### src/rtl/hidden_program_feeder.sv
// Program store for the hiddenCPU core: loaded serially MSB-first, replayed by pc_in with a 1-cycle registered fetch.
// Optional HIDDEN_FEEDER_PARITY_EN: 7-bit serial words (6 data bits + odd parity) and a sticky parity_err output.
module hidden_program_feeder #(
  parameter int DEPTH  = 16,
  parameter int ADDR_W = 4
) (
  input  logic              clk,
  input  logic              rst,
  input  logic              load_start,
  input  logic              load_end,
  input  logic              run_start,
  input  logic              halt,
  input  logic              ser_valid,
  input  logic              ser_bit,
  input  logic [7:0]        pc_in,
  output logic [5:0]        instr_out,
  output logic              instr_valid,
  output logic [ADDR_W:0]   word_count,
  output logic              oob_err,
`ifdef HIDDEN_FEEDER_PARITY_EN
  output logic              parity_err,
`endif
  output logic [1:0]        state_out
);

`ifdef HIDDEN_FEEDER_PARITY_EN
  localparam int WORD_BITS = 7;
`else
  localparam int WORD_BITS = 6;
`endif
  // The shift register holds everything but the bit arriving on the write edge.
  localparam int SHIFT_W = WORD_BITS - 1;
  localparam logic [2:0]        LAST_BIT = 3'(WORD_BITS - 1);
  localparam logic [ADDR_W-1:0] LAST_PTR = ADDR_W'(DEPTH - 1);
  localparam logic [7:0]        DEPTH_PC = 8'(DEPTH);

  typedef enum logic [1:0] {
    ST_IDLE = 2'b00,
    ST_LOAD = 2'b01,
    ST_RUN  = 2'b10
  } state_t;

  state_t              state_q, state_d;
  logic [SHIFT_W-1:0]  shift_q, shift_d;
  logic [2:0]          bit_cnt_q, bit_cnt_d;
  logic [ADDR_W-1:0]   wr_ptr_q, wr_ptr_d;
  logic [ADDR_W:0]     word_count_q, word_count_d;
  logic [5:0]          instr_q, instr_d;
  logic                instr_vld_q, instr_vld_d;
  logic                oob_q, oob_d;
  logic [5:0]          mem_q [DEPTH];
  logic                wr_en;
  logic [5:0]          wr_dat;
`ifdef HIDDEN_FEEDER_PARITY_EN
  logic                par_err_q, par_err_d;
  logic                par_ok;
`endif

  always_comb begin
    state_d      = state_q;
    shift_d      = shift_q;
    bit_cnt_d    = bit_cnt_q;
    wr_ptr_d     = wr_ptr_q;
    word_count_d = word_count_q;
    instr_d      = '0;
    instr_vld_d  = 1'b0;
    oob_d        = oob_q;
    wr_en        = 1'b0;
`ifdef HIDDEN_FEEDER_PARITY_EN
    par_err_d    = par_err_q;
    par_ok       = ^{shift_q, ser_bit};
    wr_dat       = par_ok ? shift_q : 6'b000000;
`else
    wr_dat       = {shift_q, ser_bit};
`endif

    if (state_q == ST_RUN) begin
      instr_vld_d = 1'b1;
      if (pc_in >= DEPTH_PC) begin
        oob_d = 1'b1;
      end else begin
        instr_d = mem_q[pc_in[ADDR_W-1:0]];
      end
    end

    if (load_start) begin
      state_d      = ST_LOAD;
      shift_d      = '0;
      bit_cnt_d    = '0;
      wr_ptr_d     = '0;
      word_count_d = '0;
      oob_d        = 1'b0;
`ifdef HIDDEN_FEEDER_PARITY_EN
      par_err_d    = 1'b0;
`endif
    end else begin
      unique case (state_q)
        ST_IDLE: if (run_start) state_d = ST_RUN;
        ST_LOAD: begin
          if (ser_valid) begin
            if (bit_cnt_q == LAST_BIT) begin
              wr_en        = 1'b1;
              shift_d      = '0;
              bit_cnt_d    = '0;
              wr_ptr_d     = wr_ptr_q + 1'b1;
              word_count_d = word_count_q + 1'b1;
`ifdef HIDDEN_FEEDER_PARITY_EN
              if (!par_ok) par_err_d = 1'b1;
`endif
              if (wr_ptr_q == LAST_PTR) state_d = ST_RUN;
            end else begin
              shift_d   = {shift_q[SHIFT_W-2:0], ser_bit};
              bit_cnt_d = bit_cnt_q + 1'b1;
            end
          end
          // A partial word pending at load_end is simply dropped.
          if (load_end) begin
            state_d   = ST_RUN;
            shift_d   = '0;
            bit_cnt_d = '0;
          end
        end
        ST_RUN:  if (halt) state_d = ST_IDLE;
        default: state_d = ST_IDLE;
      endcase
    end
  end

  always_ff @(posedge clk or negedge rst) begin
    if (!rst) begin
      state_q      <= ST_IDLE;
      shift_q      <= '0;
      bit_cnt_q    <= '0;
      wr_ptr_q     <= '0;
      word_count_q <= '0;
      instr_q      <= '0;
      instr_vld_q  <= 1'b0;
      oob_q        <= 1'b0;
`ifdef HIDDEN_FEEDER_PARITY_EN
      par_err_q    <= 1'b0;
`endif
    end else begin
      state_q      <= state_d;
      shift_q      <= shift_d;
      bit_cnt_q    <= bit_cnt_d;
      wr_ptr_q     <= wr_ptr_d;
      word_count_q <= word_count_d;
      instr_q      <= instr_d;
      instr_vld_q  <= instr_vld_d;
      oob_q        <= oob_d;
`ifdef HIDDEN_FEEDER_PARITY_EN
      par_err_q    <= par_err_d;
`endif
    end
  end

  // Program store is flop-based so reset can clear every word.
  always_ff @(posedge clk or negedge rst) begin
    if (!rst) begin
      for (int i = 0; i < DEPTH; i++) mem_q[i] <= '0;
    end else if (wr_en) begin
      mem_q[wr_ptr_q] <= wr_dat;
    end
  end

  assign instr_out   = instr_q;
  assign instr_valid = instr_vld_q;
  assign word_count  = word_count_q;
  assign oob_err     = oob_q;
  assign state_out   = state_q;
`ifdef HIDDEN_FEEDER_PARITY_EN
  assign parity_err  = par_err_q;
`endif

endmodule

### config.mk
export PLATFORM = sky130hd
export DESIGN_NAME = hidden_program_feeder
export DESIGN_NICKNAME = d
export VERILOG_FILES = /design/src/rtl/hidden_program_feeder.sv
export SDC_FILE = /design/constraint.sdc
export NUM_CORES = 1
export LEC_CHECK = 0
export CORE_ASPECT_RATIO = 0.75
export CORE_MARGIN = 2
export CORE_UTILIZATION = 55
export DETAILED_ROUTE_END_ITERATION = 8
export PLACE_DENSITY = 0.81
export SLEW_MARGIN = 20
export SYNTH_ARGS = -nofsm -noshare
export SYNTH_HDL_FRONTEND = slang
export SYNTH_SLANG_ARGS = --single-unit
### constraint.sdc
create_clock -name clk -period 4.36 [get_ports clk]
set_input_delay 0.654 -clock clk [delete_from_list [all_inputs] [get_ports clk]]
set_output_delay 0.654 -clock clk [all_outputs]
set_load 0.005 [all_outputs]
### After elaboration in Yosys (flattened, before gate mapping)

Cells that the tools add are included.

* add/sub/neg operators: 3
* magnitude comparators: 4
* equal/unequal tests: 9
* muxes and demuxes: 42
* bitwise logic cells: 2
* reduce and logical (&&, ||, !) cells: 12

Operators by type and width (number)
* bitwise mux 96 bit: 1
* 2-to-1 mux 5 bit: 9
* 2-to-1 mux 6 bit: 5
* binary-select mux 6 bit (select 4 bit): 1
* demux 6 bit (select 4 bit): 1
* 2-to-1 mux 4 bit: 4
* 2-to-1 mux 3 bit: 5
* 2-to-1 mux 2 bit: 7
* inequality test 4 bit, second input constant: 3
* greater-or-equal comparator 5 bit, second input constant: 2
* NOT 4 -> 5 bit: 2
* nonzero test 2 bit: 5
* greater-or-equal comparator 8 x 5 -> 1 bit, second input constant: 1
* 2-to-1 mux 1 bit: 8
* inequality test 3 bit, second input constant: 2
* case mux 2 bit (3 select lines): 1
* adder 5 x 1 -> 5 bit, second input constant: 1
* less-than comparator 5 x 1 -> 1 bit, second input constant: 1
* AND reduction 5 bit: 1
* adder 4 x 1 -> 4 bit, second input constant: 1
* equality test 4 bit, second input constant: 1
* AND reduction 2 bit: 2
* adder 3 x 1 -> 3 bit, second input constant: 1
* equality test 3 bit, second input constant: 1
* 6 further kinds: 6

* flip-flop bits (word level): 123
* input port bits: 16
* output and inout bits: 15
* word-level logic and storage cells: 96

### Depth between registers and ports, before layout

* word-level depth: 7
* gate-level depth with buffers: 6
* gate-level depth less buffers: 5

### Least setup slack after synthesis

Ideal clock, no wire load.

* kind: in2reg
* start point: input port pc_in[2]
* end point: register instr_q[4] (netlist: instr_out[4])
* setup time: 0.140 ns
* data arrival time: 1.876 ns
* required time: 4.220 ns
* setup slack: 2.344 ns
* stages: 6
* buffers on the path: 2
* cell sequence: buf_4 > buf_6 > mux4_2 > nor2b_1 > a211oi_1 > a211oi_2

* longest elaborated chain between the ends: 6
* elaborated cells on any way between the ends: 7
* classes of those cells: order compare (1); mux (5); bitwise (1)

RTL lines
* start: declaration: RTL line 15 `input logic [7:0] pc_in,`
* NOT 4 -> 5 bit (implied by the code): RTL line 82 `instr_d = mem_q[pc_in[ADDR_W-1:0]];`
* binary-select mux 6 bit (select 4 bit): RTL line 82
* 2-to-1 mux 6 bit (implied by the code) (2 in a row): RTL line 82
* 2-to-1 mux 6 bit *: RTL line 79 `if (pc_in >= DEPTH_PC) begin`
* 2-to-1 mux 6 bit *: RTL line 77 `if (state_q == ST_RUN) begin`
* named net instr_d[4]: RTL line 48 `logic [5:0] instr_q, instr_d;`
* end signal: assignment: RTL line 148 `instr_q <= instr_d;`
* end: declaration: RTL line 48

The timed path passes the listed nets; every way through them passes the cells marked *. The select of a mux whose other input is x is not followed.
A chain may end at the register's enable or synchronous reset.

### Worst setup path in the final report

* start point: input port load_start
* end point: register mem_q[34] (netlist bit)

* longest elaborated chain between the ends: 1

RTL lines
* start: declaration: RTL line 9 `input logic load_start,`
* 2-to-1 mux 1 bit: RTL line 86 `if (load_start) begin`
* end signal: indexed assignment: RTL line 162 `mem_q[wr_ptr_q] <= wr_dat;`
* end: declaration: RTL line 51 `logic [5:0] mem_q [DEPTH];`

Every way passes these cells.

==> run_results.csv <==
group,metric,value,unit
status,status,"complete, no violations",
critical_path,r2r_setup_slack,2.06,ns
global_route,grt_max_degree,69,
sta,fin_crit,2.78,ns
routing,routed_wl,12.1,mm
final_layout,nFillCells,708,
floorplan,die_x,123,um
final_layout,drive_above_1_share,38.0,%
clock_network,ctsHoldBuffers,0,
global_route,grt_first_pass_wirelength,19.5,mm
placed_design,dpl_cell_area,6100,um^2
sta,rsz0062_at_grt,"no",
clock_network,clock-sinks,123,
clock_network,cts_inserted_buffers,17,
floorplan,row_count,32,
global_route,met3_usage,5.23,%
synthesis,synth_fp_nets,414,
pwr,power_density,386,nW/um^2
global_route,gr-total-overflow,0,
final_layout,area_delta_synth_final,14.8,%
floorplan,core_area,10300,um^2
routing,dr_total_vias,3358,
sta,final_max_slew_viol_count,0,
placed_design,hpwl,7.76,mm
global_route,grt-busiest-layer,"met2",
synthesis,synth_ff_type,"dfrtp_1",
hold_path,min_path_type,"primary input to async pin",
sta,finalWorstSetupSlack,1.58,ns
routing,ant_nets,0,
floorplan,start_util,56.3,%
synthesis,syn-cell-area,5800,um^2
routing,drt_iter0_markers,194,
critical_path,timing.rr.end,"mem_q[83]",
routing,drc,0,
critical_path,critPathKind,"primary input to flip-flop",
clock_network,worstSkewPairLatency,0.40,ns
synthesis,netlist.area_leader.share,53.1,%
critical_path,r2r_start,"bit_cnt_q[1]",
clock_network,htree_num_levels,4,
critical_path,crit_path_end_kind,"flip-flop",
clock_network,path_clk_slew,0.06,ns
synthesis,synthTopCellsByCount,"dfrtp_1, mux2_2, mux4_2",
global_route,grt_use_met1,34.1,%
placed_design,io_buffers,30,
sta,maxSlewHeadroom,38.5,%
critical_path,r2r_cells,4,
sta,worst_pin_slew,0.919,ns
synthesis,synth_top_area_cell,"dfrtp_1",
placed_design,gp_congestion,0.786,
final_layout,n_antenna_cell,0,
synthesis,synth_most_common_cell,"dfrtp_1",
clock_network,tritoncts,"done",
synthesis,synth_seq_area_share,53.1,%
critical_path,cp.arrival,3.07,ns
synthesis,synth-async-reset-ratio,100,%
final_layout,nets,436,
synthesis,synth_warnings,0,
global_route,grt_use_met2,35.0,%
sta,clock.fmax,0.359,GHz
clock_network,postCtsSetupBuffers,0,
routing,wl_per_cell,21.5,um
sta,fin_tns_setup,0,ns
critical_path,critPathLaunchType,"primary input",
synthesis,ys_types,42,
routing,vias_per_cell,5.98,
clock_network,max-clock-path-buffers,2,
synthesis,synth_edf_count,0,
synthesis,syn_inst,393,
sta,finalSetupViolations,0,
pwr,max-vdd-ir-drop,324,uV
clock_network,ctsResizeCount,0,
floorplan,die-height,92.9,um
floorplan,io_pins,31,
synthesis,synthTopCellsByArea,"dfrtp_1, mux2_2, mux4_2",
global_route,antenna_found_initial,0,
final_layout,stdcell_area,6660,um^2
sta,fin_crit_sh,63.9,%
sta,skew,0.00652,ns
synthesis,synth.avg_cell_area,14.8,um^2
placed_design,post-place-ws,1.19,ns
critical_path,cp.required,4.64,ns
job,max_cap_violations,0,
floorplan,dieArea,11400,um^2
global_route,grt_pass1_vias,3539,
critical_path,crit_start,"load_start",
pwr,leakage,3.16,nW
sta,hold_viol,0,
global_route,track_usage,23.4,%
clock_network,clock-root-buffer,"clkbuf_16",
routing,drt_first_pass_iters,4,
synthesis,ys_seq_elements,123,
critical_path,crit_fanout,16,
-- layout by cell type, fill, tap and decap left out, drive strengths merged, types with 2 or more instances in the layout --
master | synthesis | layout
a21oi | 3 | 3
clkdlybuf4s50 | 0 | 29
nand2b | 3 | 3
clkbuf | 10 | 30
mux4 | 24 | 24
mux2i | 7 | 7
nor3 | 4 | 4
o21ai | 4 | 4
xnor2 | 6 | 6
nor2 | 16 | 16
o31ai | 3 | 3
dfrtp | 123 | 123
and4 | 2 | 2
buf | 22 | 6
mux2 | 97 | 97
a22o | 5 | 5
nor2b | 8 | 8
a211oi | 12 | 12
ha | 5 | 5
nand2 | 6 | 6
and3 | 8 | 8
inv | 6 | 6
nor4 | 2 | 2
nand4 | 8 | 8
nand3b | 2 | 2
-- cell families after synthesis --
group,synth area share [%]
AND/OR/NAND/NOR,7.90
AO/OA/AOI/OAI,3.84
flip-flops,53.1
adder cells (fa/ha/maj),1.08
buffers and inverters,3.82
multiplexers,29.4
XOR/XNOR,0.906
-- worst max-delay path: stages --
cell and delay (ns):
clkdlybuf4s50_1 0.71, nor2b_1 0.79, and3_1 0.52, mux2_2 0.38
-- sequential cells by signal, summed over array words and instances, names as in the netlist --
register	flops
mem_q	96
instr_valid	1
shift_q	5
word_count	5
bit_cnt_q	3
oob_err	1
state_out	2
wr_ptr_q	4
instr_out	6
-- through the flow --
step	total power (W)	instances	hold WS, ns	utilization [%]
after CTS	0.00259	562	0.387	64.7
after global placement	0.00128	532	0.472	59.3
after floorplan	0.00123	393	0.358	-
after detailed placement	0.00129	532	0.479	59.3
final	0.00257	562	0.364	64.7
after global routing	0.00264	562	0.427	64.7
-- final cells by class --
cell class                 instances  area (um^2)  share of cell area, %
sequential                       123         3080                   46.2
tap                              136          170                   2.56
multi-input combinational        232         2500                   37.5
clock buffer                      30          554                   8.32
inverter                           6         22.5                  0.338
timing repair buffer              35          335                   5.04
-- power breakdown --
group          internal [W]  leakage (nW)  switching (W)
registers           0.00115          1.71      0.0000119
logic             0.0000400          1.18      0.0000640
clock network      0.000843         0.273       0.000460
-- worst max-delay path by stage --
stage / end
final: mem_q[34]
after global routing: mem_q[34]
after CTS: mem_q[31]
after detailed placement: mem_q[31]
after global placement: mem_q[30]
after floorplan: instr_out[4]
-- per-layer routing --
layer / vias up / share of wire, %
met3: 11 / 4.7
met1: 1777 / 47
met4: 0 / 1.1
met5: - / 0
li1: 1492 / -
met2: 78 / 47
Note: power is estimated with default switching activity, not from simulation.
